<file path="config.mk">
export PLATFORM = sky130hd
export DESIGN_NAME = ps2_keyboard
export DESIGN_NICKNAME = d
export VERILOG_FILES = /design/src/rtl/ps2_pkg.sv /design/src/rtl/ps2_scancode_lut.sv /design/src/rtl/ps2_keyboard.sv
export SDC_FILE = /design/constraint.sdc
export NUM_CORES = 1
export LEC_CHECK = 0
export ABC_CLOCK_PERIOD_IN_PS = 7100
export CORE_AREA = 4 4 106 108
export CTS_CLUSTER_SIZE = 28
export DETAILED_ROUTE_END_ITERATION = 10
export DIE_AREA = 0 0 110 112
export PLACE_DENSITY_LB_ADDON = 0.08
export SYNTH_ARGS = -nofsm -noshare
export SYNTH_HDL_FRONTEND = slang
export SYNTH_SLANG_ARGS = --single-unit
export TNS_END_PERCENT = 100
</file>
<file path="constraint.sdc">
create_clock -name CLK_CPU -period 7.1 [get_ports CLK_CPU]
set_input_delay 1.42 -clock CLK_CPU [delete_from_list [all_inputs] [get_ports CLK_CPU]]
set_output_delay 1.42 -clock CLK_CPU [all_outputs]
set_load 0.05 [all_outputs]
</file>
<file path="src/rtl/ps2_pkg.sv">
// Shared types and scan-code constants for the PS/2 keyboard receiver.
package ps2_pkg;

   typedef enum logic [1:0] {IDLE, DATA, PARITY, STOP} rx_state_t;

   localparam logic [7:0] SC_BREAK  = 8'hF0;
   localparam logic [7:0] SC_EXT    = 8'hE0;
   localparam logic [7:0] SC_LSHIFT = 8'h12;
   localparam logic [7:0] SC_RSHIFT = 8'h59;

   function automatic logic is_shift(input logic [7:0] code);
      return (code == SC_LSHIFT) || (code == SC_RSHIFT);
   endfunction

endpackage

</file>
<file path="src/rtl/ps2_scancode_lut.sv">
// Set-2 make code to ASCII: letters, digits, space, enter, backspace; 0 means "no key".
module ps2_scancode_lut (
   input  logic [7:0] scan,
   input  logic       shift,
   output logic [7:0] ascii
);

   logic [7:0] base;

   // NOTE: every combinational output gets a default first so no latch is inferred.
   always_comb begin
      base = 8'h00;
      case (scan)
         8'h1C: base = 8'h61;  8'h32: base = 8'h62;  8'h21: base = 8'h63;  8'h23: base = 8'h64;
         8'h24: base = 8'h65;  8'h2B: base = 8'h66;  8'h34: base = 8'h67;  8'h33: base = 8'h68;
         8'h43: base = 8'h69;  8'h3B: base = 8'h6A;  8'h42: base = 8'h6B;  8'h4B: base = 8'h6C;
         8'h3A: base = 8'h6D;  8'h31: base = 8'h6E;  8'h44: base = 8'h6F;  8'h4D: base = 8'h70;
         8'h15: base = 8'h71;  8'h2D: base = 8'h72;  8'h1B: base = 8'h73;  8'h2C: base = 8'h74;
         8'h3C: base = 8'h75;  8'h2A: base = 8'h76;  8'h1D: base = 8'h77;  8'h22: base = 8'h78;
         8'h35: base = 8'h79;  8'h1A: base = 8'h7A;
         8'h45: base = 8'h30;  8'h16: base = 8'h31;  8'h1E: base = 8'h32;  8'h26: base = 8'h33;
         8'h25: base = 8'h34;  8'h2E: base = 8'h35;  8'h36: base = 8'h36;  8'h3D: base = 8'h37;
         8'h3E: base = 8'h38;  8'h46: base = 8'h39;
         8'h29: base = 8'h20;  8'h5A: base = 8'h0D;  8'h66: base = 8'h08;
         default: base = 8'h00;
      endcase
      ascii = base;
      // Shift only affects letters; upper case sits 0x20 below lower case.
      if (shift && (base >= 8'h61) && (base <= 8'h7A))
         ascii = base - 8'h20;
   end

endmodule

</file>
<file path="src/rtl/ps2_keyboard.sv">
// PS/2 keyboard receiver, Set-2 decoder and key FIFO read by the memory subsystem.
module ps2_keyboard
   import ps2_pkg::*;
#(
   parameter int FIFO_DEPTH     = 8,
   parameter int TIMEOUT_CYCLES = 50000
) (
   input  logic       CLK_CPU,
   input  logic       RST,
   input  logic       ps2_clk,
   input  logic       ps2_data,
   input  logic       clean_key_buffer,
   output logic [7:0] pressed_key,
   output logic       key_valid,
   output logic       frame_err,
   output logic       key_overflow
);

   localparam int PTR_W = $clog2(FIFO_DEPTH);
   localparam int TO_W  = $clog2(TIMEOUT_CYCLES + 1);

   logic [1:0] clk_sync, data_sync;
   logic       clk_prev, fall, rx_bit;

   // Synchronizers reset to the idle-high line level so reset never fakes a fall.
   // NOTE: sequential state always uses non-blocking assignments.
   always_ff @(posedge CLK_CPU) begin
      if (RST) begin
         clk_sync  <= 2'b11;
         data_sync <= 2'b11;
         clk_prev  <= 1'b1;
      end else begin
         clk_sync  <= {clk_sync[0], ps2_clk};
         data_sync <= {data_sync[0], ps2_data};
         clk_prev  <= clk_sync[1];
      end
   end

   assign fall   = clk_prev & ~clk_sync[1];
   assign rx_bit = data_sync[1];

   rx_state_t       state, state_nx;
   logic [2:0]      bit_cnt;
   logic [7:0]      shreg;
   logic            par_bit, byte_valid, byte_nx, err_nx, timeout;
   logic [TO_W-1:0] to_cnt;

   assign timeout = (state != IDLE) && (to_cnt == TO_W'(TIMEOUT_CYCLES));

   always_comb begin
      state_nx = state;
      byte_nx  = 1'b0;
      err_nx   = 1'b0;
      if (timeout) begin
         state_nx = IDLE;
         err_nx   = 1'b1;
      end else if (fall) begin
         unique case (state)
            IDLE:   if (rx_bit) err_nx = 1'b1; else state_nx = DATA;
            DATA:   if (bit_cnt == 3'd7) state_nx = PARITY;
            PARITY: state_nx = STOP;
            STOP: begin
               state_nx = IDLE;
               if (rx_bit && ^{shreg, par_bit}) byte_nx = 1'b1;
               else                             err_nx  = 1'b1;
            end
         endcase
      end
   end

   always_ff @(posedge CLK_CPU) begin
      if (RST) begin
         state      <= IDLE;
         bit_cnt    <= 3'd0;
         shreg      <= 8'h00;
         par_bit    <= 1'b0;
         to_cnt     <= '0;
         byte_valid <= 1'b0;
         frame_err  <= 1'b0;
      end else begin
         state      <= state_nx;
         byte_valid <= byte_nx;
         frame_err  <= err_nx;
         if (fall || state == IDLE) to_cnt <= '0;
         else if (!timeout)         to_cnt <= to_cnt + TO_W'(1);
         if (fall) begin
            case (state)
               IDLE:    bit_cnt <= 3'd0;
               DATA: begin
                  shreg   <= {rx_bit, shreg[7:1]};
                  bit_cnt <= bit_cnt + 3'd1;
               end
               PARITY:  par_bit <= rx_bit;
               default: ;
            endcase
         end
      end
   end

   logic       shift_q, brk_q, ext_q, push_req;
   logic [7:0] push_data, lut_ascii;

   ps2_scancode_lut u_lut (
      .scan  (shreg),
      .shift (shift_q),
      .ascii (lut_ascii)
   );

   always_ff @(posedge CLK_CPU) begin
      if (RST) begin
         shift_q   <= 1'b0;
         brk_q     <= 1'b0;
         ext_q     <= 1'b0;
         push_req  <= 1'b0;
         push_data <= 8'h00;
      end else begin
         push_req <= 1'b0;
         if (byte_valid) begin
            if (shreg == SC_BREAK)    brk_q <= 1'b1;
            else if (shreg == SC_EXT) ext_q <= 1'b1;
            else if (brk_q) begin
               if (is_shift(shreg)) shift_q <= 1'b0;
               brk_q <= 1'b0;
               ext_q <= 1'b0;
            end else if (ext_q)       ext_q <= 1'b0;
            else if (is_shift(shreg)) shift_q <= 1'b1;
            else if (lut_ascii != 8'h00) begin
               push_req  <= 1'b1;
               push_data <= lut_ascii;
            end
         end
      end
   end

   logic [7:0]       mem [FIFO_DEPTH];
   logic [PTR_W-1:0] rd_ptr, wr_ptr;
   logic [PTR_W:0]   count;
   logic             empty, full, do_pop, do_push;

   assign empty   = (count == '0);
   assign full    = (count == (PTR_W + 1)'(FIFO_DEPTH));
   assign do_pop  = clean_key_buffer && !empty;
   assign do_push = push_req && (!full || do_pop);

   // NOTE: storage is not reset; count/pointers alone define which entries are valid.
   always_ff @(posedge CLK_CPU) begin
      if (do_push) mem[wr_ptr] <= push_data;
   end

   always_ff @(posedge CLK_CPU) begin
      if (RST) begin
         rd_ptr       <= '0;
         wr_ptr       <= '0;
         count        <= '0;
         key_overflow <= 1'b0;
      end else begin
         key_overflow <= push_req && full && !do_pop;
         if (do_push) wr_ptr <= wr_ptr + PTR_W'(1);
         if (do_pop)  rd_ptr <= rd_ptr + PTR_W'(1);
         case ({do_push, do_pop})
            2'b10:   count <= count + (PTR_W + 1)'(1);
            2'b01:   count <= count - (PTR_W + 1)'(1);
            default: ;
         endcase
      end
   end

   assign key_valid   = !empty;
   assign pressed_key = empty ? 8'h00 : mem[rd_ptr];

endmodule

</file>
==> results.toml, run 1 <==
[pwr]
clkPwrFrac = 0.520
comb_power_share = 0.009
power_leakage_nw = 2.53
p_int_mw = 1.37
power_density_mw_per_mm2 = 232
switchingPower_mw = 0.336
vdd_ir_drop_max_mv = 0.192
p_sw_frac = 0.197
seqPwrFrac = 0.471

[place]
placed_area_mm2 = 0.00677
io_buffers = 15
hpwl_um = 9450
place_congestion = 0.977

[clock_network]
cts_max_level = 4
ctsResizeCount = 0
cts_root_buffer = "clkbuf_8"
cts_setup_buffers = 0
clkTransAtPathRegs_ns = 0.06
tritoncts = "yes"
cts_made_buffers = 17
cts_buffer_depth = 2
cts_sinks = 134
insertion_delay_ns = 0.53
cts_hold_buf = 0

[floorplanning]
die_h_um = 112
chipWidth_um = 110
dieArea_mm2 = 0.0123
rows = 37
core_area_mm2 = 0.0102
initial_core_util = 0.643
ios = 16

[final_layout]
layout-drive-gt1-share = 0.109
regArea_mm2 = 0.00332
fillers = 742
multi_input_area_mm2 = 0.00302
diodes = 0
final_area_mm2 = 0.00737
num-nets-final = 641
area.growth.synth_to_final_pct = 12.0

[setup_path]
rr_worst_depth = 12
regToRegSetupSlack_ns = 3.49
required_ns = 5.68
end_kind = "output pin"
cp_max_fo = 16
crit_arrival_ns = 3.16
cp-start-kind = "flop"
path_class = "flop to output pin"

[logic_synthesis]
synth.net_count = 637
synth.avg_cell_area_um2 = 10.8
synth_area_leader_cell = "edfxtp_1"
netlist.area_leader.share = 0.292
ys_seq_area_frac = 0.505
synthTopCellsByArea = "edfxtp_1 29%, dfxtp_1 21%, mux4_2 5.5%, ha_1 4.4%, nor2_1 3.9%"
synth_edf_count = 64
async_reset_ff_frac = 0
ys_ff_latch = 134
yosys_warnings = 0
synth_flop_cell = "dfxtp_1"
syn-instance-count = 608
syn-cell-area_mm2 = 0.00658
yosysUniqueCellTypes = 73

[routing]
routed_via_density = 6.19
drt_first_pass_iters = 5
wl_per_cell_um = 18.6
drt_wl_total_um = 14200
initialDrtViolationCount = 401
drc_errors = 0
via_count = 4711
ant_nets = 0

[sta]
hold_slack_ns = 0.409
setup_tns_ns = 0
tightest_slew_ns = 1.14
relSlewSlack = 0.235
setup-violations-final = 0
finalCritPeriodShare = 0.645
finalHoldViolations = 0
timing.fmax_mhz = 218
slew_violations = 0
fin_crit_ns = 4.58
fin_skew_ns = 0.00884
rsz0062_at_grt = "no"

[global_routing]
grt_max_degree = 62
track_usage = 0.250
first_global_vias = 4553
gr-total-overflow = 0
grt_pass1_wl_um = 23300
antenna_found_initial = 0

[hold_path]
holdCritPathClass = "flop to flop"
hold_depth = 1

[run]
drv_cap = 0

[outcome]
status = "finished clean"
[cell usage after synthesis, drive strengths merged, types with 3 or more instances]
cell and n:
a211oi 6, a21oi 35, a22oi 3, a31oi 5, and2 9, and3 6, buf 17, clkbuf 17
dfxtp 70, edfxtp 64, ha 23, inv 20, mux2i 19, mux4 16, nand2 38, nand2b 20
nand3 22, nand4 5, nand4b 6, nor2 68, nor2b 8, nor3 9, nor4 5, o211ai 3
o21ai 16, o22ai 12, o311ai 5, o31ai 5, or2 5, or3 7, xnor2 10, xor2 14
[worst max-delay path, stage by stage, from the launching register on]
cell and delay (ns):
dfxtp_1 1.02, mux4_2 0.63, mux2i_1 0.15, nor2_1 0.06, clkdlybuf4s50_1 0.75
[registers in the layout, indices dropped and copies added (netlist names), named ones only]
register and flops:
mem 64, to_cnt 16, push_data 8, shreg 8, count 4, bit_cnt 3, rd_ptr 3, wr_ptr 3
clk_sync 2, data_sync 2, state 2, brk_q 1, byte_valid 1, clk_prev 1, ext_q 1, frame_err 1
key_overflow 1, par_bit 1, push_req 1, shift_q 1
[worst paths after layout]
kind                from              to
max                 flop  pressed_key[7]
min          clk_sync[0]     clk_sync[1]
max reg2reg     state[1]            flop
min reg2reg  clk_sync[0]     clk_sync[1]
[routing by layer]
layer  GRT usage  share of wire
met5           0              0
met4      0.0823          0.020
met3      0.0707          0.053
met2       0.406           0.50
met1       0.319           0.42
[metrics by stage]
stage / total power [mW] / utilization / setup slack, ns / std cells
floorplan: 0.832 / - / 3.21 / 608
global placement: 0.837 / 0.662 / 3.04 / 729
detailed placement: 0.837 / 0.662 / 2.91 / 729
CTS: 1.72 / 0.721 / 2.43 / 761
global route: 1.76 / 0.721 / 2.20 / 761
finish: 1.71 / 0.721 / 2.52 / 761
[area by class of cell]
type / instances / area share
Inverter: 21 / 0.0107
Sequential cell: 134 / 0.451
Clock inverter: 12 / 0.0200
Multi-Input combinational cell: 419 / 0.410
Tap cell: 136 / 0.0231
Timing Repair Buffer: 19 / 0.0238
Clock buffer: 20 / 0.0619
[power groups by stage]
stage / sequential (mW) / clock, mW / combinational, mW
CTS: 0.805 / 0.898 / 0.0158
global placement: 0.821 / 0 / 0.0154
detailed placement: 0.821 / 0 / 0.0156
floorplan: 0.822 / 0 / 0.0103
global route: 0.805 / 0.938 / 0.0174
finish: 0.805 / 0.889 / 0.0159
[layout by cell type (no fill, tap or decap), types with 5 or more instances in the layout]
| cell type | synthesis | layout |
|---|---|---|
| clkinv_2 | 0 | 5 |
| a21oi_1 | 34 | 34 |
| nor2_1 | 68 | 68 |
| nand2b_1 | 19 | 19 |
| o21ai_0 | 16 | 16 |
| o22ai_1 | 11 | 11 |
| mux2i_1 | 19 | 19 |
| or3_1 | 7 | 7 |
| xnor2_1 | 10 | 10 |
| a211oi_1 | 6 | 6 |
| inv_1 | 19 | 19 |
| nand2_1 | 38 | 38 |
| or2_2 | 5 | 5 |
| nand4_1 | 5 | 5 |
| edfxtp_1 | 64 | 64 |
| clkbuf_16 | 0 | 17 |
| clkdlybuf4s50_1 | 0 | 14 |
| ha_1 | 23 | 23 |
| nor3_1 | 9 | 9 |
| nand4b_1 | 5 | 5 |
| nor2b_1 | 8 | 8 |
| mux4_2 | 16 | 16 |
| o31ai_1 | 5 | 5 |
| and3_1 | 6 | 6 |
| xor2_1 | 14 | 14 |
| and2_1 | 8 | 8 |
| nand3_1 | 22 | 22 |
| dfxtp_1 | 70 | 70 |
[kinds of logic (layout without fill, tap and decap cells)]
kind of cell | count (synthesis) | in the layout | share of synthesized area
and+or+nand+nor | 224 | 224 | 0.178
DFF | 134 | 134 | 0.505
AOI/OAI and AO/OA | 111 | 111 | 0.115
buffers and inverters | 55 | 72 | 0.0361
muxes | 35 | 35 | 0.0836
xor gates and xnor gates | 25 | 25 | 0.0354
adders and majority gates | 24 | 24 | 0.0468
No activity file was read; power rests on OpenSTA's default activity.
==> run 2: changes to the inputs <==
Settings changed: ABC_CLOCK_PERIOD_IN_PS 7100 to 4770, CORE_AREA 4 4 106 108 to 4 4 109 111, DIE_AREA 0 0 110 112 to 0 0 113 115.
Clock period 7.1 ns to 4.77 ns, I/O delays scaled along.
==> run 2 against run 1 <==
Worst setup slack worse by 1.4 ns. Via count is 0.47% lower. Non-clock buffer count is 3 higher. Cell area hardly changed. Register-to-register slack worse by 2.2 ns. Die area is 5.5% higher. Clock-buffer cell count is 3 lower. Flip-flop and latch count stayed put. Routed wire length is 1.1% lower.
==> results.toml, run 2 (synthesis gave the netlist of run 1 again) <==
[clock_network]
cts_max_level = 4
ctsResizeCount = 0
cts_setup_buffers = 0
insertion_delay_ns = 0.52
cts_root_buffer = "clkbuf_8"
cts_buffer_depth = 2
cts_made_buffers = 17
clkTransAtPathRegs_ns = 0.06
tritoncts = "yes"
cts_sinks = 134
cts_hold_buf = 0

[global_routing]
grt_pass1_wl_um = 23500
first_global_vias = 4662
gr-total-overflow = 0
antenna_found_initial = 0
grt_max_degree = 42
track_usage = 0.230

[place]
io_buffers = 15
post-place-ws_ns = 1.14
hpwl_um = 9720
place_congestion = 0.953

[floorplanning]
dieArea_mm2 = 0.0130
die_h_um = 115
chipWidth_um = 113
rows = 38
initial_core_util = 0.610
ios = 16
core_area_mm2 = 0.0108

[pwr]
clkPwrFrac = 0.507
power_leakage_nw = 2.50
seqPwrFrac = 0.484
p_sw_frac = 0.226
switchingPower_mw = 0.559
vdd_ir_drop_max_mv = 0.230
power_density_mw_per_mm2 = 336
comb_power_share = 0.010
p_int_mw = 1.92

[final_layout]
diodes = 0
largest_reg_flops = 64
num-nets-final = 644
layout-drive-gt1-share = 0.115
area.growth.synth_to_final_pct = 11.9
final_common_cell = "dfxtp_1"
regMostFlops = "mem"
mostFrequentLayoutCells = "70 x dfxtp_1, 68 x nor2_1, 64 x edfxtp_1"
reg_top3 = "mem (64), to_cnt (16)"

[sta]
finalCritPeriodShare = 0.766
finalHoldViolations = 0
relSlewSlack = 0.385
fin_skew_ns = 0.0111
slew_violations = 0
fin_crit_ns = 3.65
tightest_slew_ns = 0.919
setup-violations-final = 0
fin_ws_ns = 1.12
rsz0062_at_grt = "no"
timing.fmax_mhz = 274
setup_tns_ns = 0

[routing]
ant_nets = 0
wl_per_cell_um = 18.3
via_count = 4689
drc_errors = 0
initialDrtViolationCount = 423
routed_via_density = 6.11
drt_wl_total_um = 14000
drt_first_pass_iters = 5

[setup_path]
cp_max_fo = 16
cp-start-kind = "flop"
path_class = "flop to output pin"
crit_arrival_ns = 2.70
required_ns = 3.82
end_kind = "output pin"

[hold_path]
holdCritPathClass = "flop to flop"

[run]
drv_cap = 0

[outcome]
status = "finished clean"
==> run 2: critical path: stages, from the launching register on <==
cell	delay, ns
dfxtp_1	0.83
mux4_2	0.35
mux2i_1	0.07
nor2_1	0.11
clkdlybuf4s50_1	0.81
==> run 2: layer usage <==
layer	vias to the layer above	GRT usage	routed length [um]
li1	2249	-	-
met1	2272	0.270	5830
met2	129	0.414	7280
met3	39	0.0468	513
met4	0	0.0938	387
met5	-	0	0
==> run 2: final cells by class <==
cell class	instances	area [um2]
Fill cell	833	3430
Sequential cell	134	3320
Multi-Input combinational cell	419	3020
Clock buffer	17	414
Timing Repair Buffer	22	198
Tap cell	140	175
Clock inverter	15	156
Inverter	21	78.8
==> run 2: worst paths after layout <==
kind | startpoint | end | slack, ns | depth (start not counted)
setup reg to reg | state[1] | flop | 1.32 | 13
setup / recovery | flop | pressed_key[1] | 1.12 | 4
hold reg to reg | data_sync[0] | data_sync[1] | 0.41 | 1
hold / removal | data_sync[0] | data_sync[1] | 0.41 | 1
==> run 2: power groups by stage <==
stage | Sequential, mW | Clock (mW) | Combinational (mW)
after floorplan | 1.22 | 0 | 0.0154
after global placement | 1.22 | 0 | 0.0233
after detailed placement | 1.22 | 0 | 0.0240
after CTS | 1.20 | 1.27 | 0.0241
after global routing | 1.20 | 1.34 | 0.0265
final | 1.20 | 1.25 | 0.0240
==> run 2: per-stage QoR <==
step,total power [mW],instance area (um2),hold slack [ns],utilization,cells
2_1_floorplan,1.24,6580,0.389,-,608
3_3_place_gp,1.25,6800,0.395,0.630,736
3_5_place_dp,1.25,6800,0.396,0.630,736
4_1_cts,2.50,7370,0.411,0.683,768
5_1_grt,2.56,7370,0.427,0.683,768
6_report,2.48,7370,0.408,0.683,768
